File: src/rtl/udp_pkg.sv
// Shared constants, state encoding and helpers for the UDP receive parser.
package udp_pkg;

    localparam int unsigned UDP_HDR_LEN      = 8;
    localparam logic [15:0] UDP_DEFAULT_PORT = 16'd8080;

    typedef enum logic [1:0] {
        ST_IDLE    = 2'd0,
        ST_HEADER  = 2'd1,
        ST_PAYLOAD = 2'd2,
        ST_DROP    = 2'd3
    } udp_state_e;

    // Increment that sticks at all-ones instead of wrapping.
    function automatic logic [15:0] sat_inc16(input logic [15:0] v);
        return (v == 16'hFFFF) ? v : 16'(v + 16'd1);
    endfunction

endpackage

File: src/rtl/udp_rx_parser.sv
// UDP datagram receive parser: strips the 8-byte header, forwards payload for
// LOCAL_PORT, and counts dropped datagrams.
module udp_rx_parser
    import udp_pkg::*;
#(
    parameter logic [15:0] LOCAL_PORT = UDP_DEFAULT_PORT
) (
    input  logic        udp_rx_clk,
    input  logic        reset,
    input  logic        ip_rx_data_valid,
    input  logic [7:0]  ip_rx_data,
    input  logic        ip_rx_sof,
    output logic        app_rx_data_valid,
    output logic [7:0]  app_rx_data,
    output logic [15:0] app_rx_data_length,
    output logic [15:0] app_rx_src_port,
    output logic [15:0] drop_count
);

    localparam logic [15:0] HDR_LEN = 16'(UDP_HDR_LEN);

    udp_state_e  state_q;
    logic [15:0] byte_cnt_q;
    logic [15:0] src_q;
    logic [15:0] dst_q;
    logic [15:0] len_q;
    logic        valid_q;
    logic [7:0]  data_q;
    logic [15:0] app_len_q;
    logic [15:0] app_src_q;
    logic [15:0] drop_q;

    always_ff @(posedge udp_rx_clk) begin
        if (!reset) begin
            state_q    <= ST_IDLE;
            byte_cnt_q <= '0;
            src_q      <= '0;
            dst_q      <= '0;
            len_q      <= '0;
            valid_q    <= 1'b0;
            data_q     <= '0;
            app_len_q  <= '0;
            app_src_q  <= '0;
            drop_q     <= '0;
        end else begin
            valid_q <= 1'b0;
            if (ip_rx_data_valid && ip_rx_sof) begin
                // A new start always wins; DROP was already counted on entry.
                if (state_q == ST_HEADER || state_q == ST_PAYLOAD) begin
                    drop_q <= sat_inc16(drop_q);
                end
                state_q     <= ST_HEADER;
                byte_cnt_q  <= 16'd1;
                src_q[15:8] <= ip_rx_data;
            end else if (ip_rx_data_valid) begin
                unique case (state_q)
                    ST_IDLE: begin
                        byte_cnt_q <= '0;
                    end
                    ST_HEADER: begin
                        byte_cnt_q <= 16'(byte_cnt_q + 16'd1);
                        case (byte_cnt_q[2:0])
                            3'd1: src_q[7:0]  <= ip_rx_data;
                            3'd2: dst_q[15:8] <= ip_rx_data;
                            3'd3: dst_q[7:0]  <= ip_rx_data;
                            3'd4: len_q[15:8] <= ip_rx_data;
                            3'd5: len_q[7:0]  <= ip_rx_data;
                            3'd7: begin
                                byte_cnt_q <= '0;
                                if (len_q < HDR_LEN) begin
                                    state_q <= ST_IDLE;
                                    drop_q  <= sat_inc16(drop_q);
                                end else if (dst_q != LOCAL_PORT) begin
                                    state_q <= (len_q == HDR_LEN) ? ST_IDLE : ST_DROP;
                                    drop_q  <= sat_inc16(drop_q);
                                end else if (len_q == HDR_LEN) begin
                                    state_q <= ST_IDLE;
                                end else begin
                                    state_q   <= ST_PAYLOAD;
                                    app_len_q <= 16'(len_q - HDR_LEN);
                                    app_src_q <= src_q;
                                end
                            end
                            default: ;
                        endcase
                    end
                    ST_PAYLOAD: begin
                        valid_q    <= 1'b1;
                        data_q     <= ip_rx_data;
                        byte_cnt_q <= 16'(byte_cnt_q + 16'd1);
                        if (16'(byte_cnt_q + 16'd1) == app_len_q) begin
                            state_q    <= ST_IDLE;
                            byte_cnt_q <= '0;
                        end
                    end
                    ST_DROP: begin
                        byte_cnt_q <= 16'(byte_cnt_q + 16'd1);
                        if (16'(byte_cnt_q + 16'd1) == 16'(len_q - HDR_LEN)) begin
                            state_q    <= ST_IDLE;
                            byte_cnt_q <= '0;
                        end
                    end
                endcase
            end
        end
    end

    assign app_rx_data_valid  = valid_q;
    assign app_rx_data        = data_q;
    assign app_rx_data_length = app_len_q;
    assign app_rx_src_port    = app_src_q;
    assign drop_count         = drop_q;

endmodule

File: config.mk
export PLATFORM = sky130hd
export DESIGN_NAME = udp_rx_parser
export DESIGN_NICKNAME = d
export VERILOG_FILES = /design/src/rtl/udp_pkg.sv /design/src/rtl/udp_rx_parser.sv
export SDC_FILE = /design/constraint.sdc
export NUM_CORES = 1
export LEC_CHECK = 0
export BUFFER_PORTS_ARGS = -buffer_cell sky130_fd_sc_hd__buf_2
export CAP_MARGIN = 20
export CELL_PAD_IN_SITES_DETAIL_PLACEMENT = 0
export CELL_PAD_IN_SITES_GLOBAL_PLACEMENT = 1
export CORE_ASPECT_RATIO = 0.75
export CORE_MARGIN = 5
export CORE_UTILIZATION = 45
export DETAILED_ROUTE_END_ITERATION = 10
export PLACE_DENSITY = 0.89
export SETUP_SLACK_MARGIN = 0.2
export SYNTH_ARGS = -nofsm -noshare
export SYNTH_HDL_FRONTEND = slang
export SYNTH_SLANG_ARGS = --single-unit
File: constraint.sdc
create_clock -name udp_rx_clk -period 10.67 [get_ports udp_rx_clk]
set_input_delay 0.5335 -clock udp_rx_clk [delete_from_list [all_inputs] [get_ports udp_rx_clk]]
set_output_delay 0.5335 -clock udp_rx_clk [all_outputs]
set_load 0.02 [all_outputs]
==> results.py <==
metrics = {
    "timing": {
        "tightest_slew_ns": 0.9681,
        "setup_viol": 0,
        "timing.final.crit_period_ns": 4.632,
        "max_freq_mhz": 215.9,
        "tns_ns": 0,
        "skew_ns": 0.005513,
        "final_max_slew_viol_count": 0,
        "hold_viol": 0,
        "rsz0062_at_grt": "no",
        "post-route-period-util": 0.4341,
        "slew_headroom": 0.3546,
    },
    "setup_path": {
        "worstRegToRegCells": 11,
        "worstPathArrival_ns": 4.94,
        "cp-end-kind": "flop",
        "rr_endpoint": "byte_cnt_q[12]",
        "start_kind": "flop",
        "crit_fanout": 14,
        "crit_type": "reg2reg",
        "r2r_start": "byte_cnt_q[0]",
        "required_ns": 10.98,
        "rrSetupSlack_ns": 6.04,
    },
    "clock_network": {
        "root_buffer": "clkbuf_16",
        "cts.sinks": 123,
        "htree_num_levels": 4,
        "postCtsHoldBufs": 0,
        "clk_pin_slew_ns": 0.05,
        "clkLatencyLatePin_ns": 0.42,
        "cts_tree": "done",
        "numCtsBuffers": 17,
        "clockBufferDepth": 2,
        "cts_resized": 0,
        "post_cts_buffers": 0,
    },
    "global_route": {
        "grt.total_usage": 0.2040,
        "grt_pass1_wl_um": 26930,
        "grt_pass1_vias": 5161,
        "grt_overflow": 0,
        "grt_max_degree": 112,
        "antenna_found_initial": 0,
    },
    "cells_and_area": {
        "diodes": 0,
        "multi_input_area_mm2": 0.003558,
        "layout.cells.non_filler": 922,
        "drive_above_1_share": 0.1486,
        "area_growth_pct": 15.73,
        "fin_nets": 762,
        "seqCellArea_mm2": 0.002462,
        "fillers": 1227,
    },
    "min_path": {
        "hold_path_end": "dst_q[7]",
        "hp-start": "ip_rx_data[7]",
        "hold_path_class": "in2reg",
        "hold-path-cell-count": 3,
    },
    "synthesis": {
        "ys_seq_area_frac": 0.3939,
        "synth_commonest_cells": "dfxtp_1, nand2_1, nor2b_1",
        "yosysUniqueCellTypes": 61,
        "synth_seq_cells": 123,
        "syn_inst": 684,
        "synth.most_common_cell": "dfxtp_1",
        "yosysWarnings": 0,
        "synth_edf_count": 0,
        "synth_top_area_frac": 0.3939,
        "yosys.area.top_type": "dfxtp_1",
        "syn_nets": 709,
        "syn_area_per_cell_um2": 9.139,
        "synth_area_leaders": "dfxtp_1, mux2i_1, nor2b_1",
        "synth_flop_cell": "dfxtp_1",
        "synthArstFlopShare": 0,
        "netlist_area_mm2": 0.006251,
    },
    "job": {
        "drv_cap": 0,
    },
    "drt": {
        "totalWireLength_um": 16280,
        "via_per_inst": 5.539,
        "drt-initial-drc-count": 438,
        "drc": 0,
        "final_antenna_net_count": 0,
        "drtPass1Iterations": 5,
        "wire_per_inst_um": 17.66,
        "routed-via-count": 5107,
    },
    "die": {
        "die_h_um": 112.1,
        "start_util": 0.4577,
        "row_count": 37,
        "die-width_um": 146.1,
        "boundaryPins": 69,
        "coreArea_mm2": 0.01366,
        "die-area_mm2": 0.01637,
    },
    "run_status": {
        "status": "finished clean",
    },
    "placement": {
        "hpwl_um": 11360,
        "numPortBuffers": 68,
        "place_congestion": 0.9324,
        "placed_cells": 893,
    },
    "power": {
        "ir_drop_uv": 127.8,
        "p_leak_uw": 0.003153,
        "cellPowerDensity_mw_per_mm2": 146.0,
    },
}
-- per-stage QoR --
stage | utilization | area [um^2] | setup WS [ns] | total power, uW | hold WS [ns]
6_report | 0.5297 | 7234 | 6.038 | 1056 | 0.4650
5_1_grt | 0.5297 | 7234 | 5.889 | 1091 | 0.4694
4_1_cts | 0.5297 | 7234 | 6.071 | 1064 | 0.4604
3_5_place_dp | 0.4884 | 6670 | 6.080 | 510.2 | 0.4615
3_3_place_gp | 0.4884 | 6670 | 6.258 | 508.9 | 0.4478
2_1_floorplan | - | 6251 | 6.899 | 496.9 | 0.4387
-- cell type report --
| class | instances | share of cell area |
|---|---|---|
| clock buffer | 19 | 0.06122 |
| clock inverter | 10 | 0.01678 |
| inverter | 16 | 0.008302 |
| multi-input combinational | 507 | 0.4919 |
| sequential | 123 | 0.3404 |
| tap | 175 | 0.03027 |
| timing repair buffer | 72 | 0.05119 |
-- layer usage --
metal	global-route usage	up-vias	share of wire
li1	-	2488	-
met1	0.2818	2416	0.49
met2	0.2979	168	0.41
met3	0.06497	35	0.069
met4	0.07957	0	0.026
met5	0	-	0
-- flip-flops by register name, summed over array words and instances, names as in the netlist --
name	flops
app_rx_data_length	16
app_rx_src_port	16
byte_cnt_q	16
drop_count	16
dst_q	16
len_q	16
src_q	16
app_rx_data	8
state_q	2
app_rx_data_valid	1
-- layout by cell type, fill, tap and decap left out, types with 3 or more instances in the layout --
cell type / instances
dfxtp_1: 123
nand2_1: 89
buf_2: 68
nor2b_1: 58
mux2i_1: 53
a21boi_0: 30
nor2_1: 30
xnor2_1: 28
nand3_1: 27
xor2_1: 22
clkbuf_16: 17
inv_1: 15
o211a_1: 14
o21ai_0: 14
nor3_1: 13
ha_1: 13
and2_1: 11
or3_1: 10
nor4_1: 9
a22o_1: 7
nand4_1: 7
and3_1: 6
a221o_1: 6
xnor3_1: 6
or4_1: 6
o21ai_1: 5
clkinvlp_4: 4
buf_4: 4
and4_1: 3
nor4b_1: 3
a21oi_1: 3
-- how the worst max path moves through the flow --
stage	start	end	depth (start not counted)
5_1_grt	byte_cnt_q[0]	byte_cnt_q[12]	11
4_1_cts	byte_cnt_q[0]	byte_cnt_q[12]	11
6_report	byte_cnt_q[0]	byte_cnt_q[12]	11
3_5_place_dp	byte_cnt_q[0]	byte_cnt_q[12]	11
3_3_place_gp	byte_cnt_q[0]	byte_cnt_q[8]	11
2_1_floorplan	len_q[3]	byte_cnt_q[10]	13
-- cells by family (layout without fill, tap and decap cells) --
family | count (synthesis) | after routing | synth area share
flops | 123 | 123 | 0.3939
fa+ha+maj | 13 | 13 | 0.02602
compound gates | 97 | 97 | 0.1225
simple gates | 287 | 287 | 0.2408
xor+xnor | 57 | 57 | 0.09428
mux | 53 | 53 | 0.08487
buf+inv | 54 | 117 | 0.03763
-- critical path, cell delays in order, from the launching register on --
cell,delay (ns)
dfxtp_1,0.54
ha_1,0.30
ha_1,0.31
xnor2_1,0.15
nand3_1,0.10
or3_1,0.35
or4_1,0.41
or4_1,0.53
o41a_1,0.50
o31ai_4,0.65
nor2_2,0.29
a221o_1,0.38
-- power by group --
| part | total (uW) | switching [uW] | internal [uW] |
|---|---|---|---|
| logic | 37.0 | 23.7 | 13.3 |
| registers | 464 | 2.31 | 462 |
| clock network | 555 | 209 | 346 |
| total | 1060 | 235 | 821 |
Power figures use the tool's default switching activity.
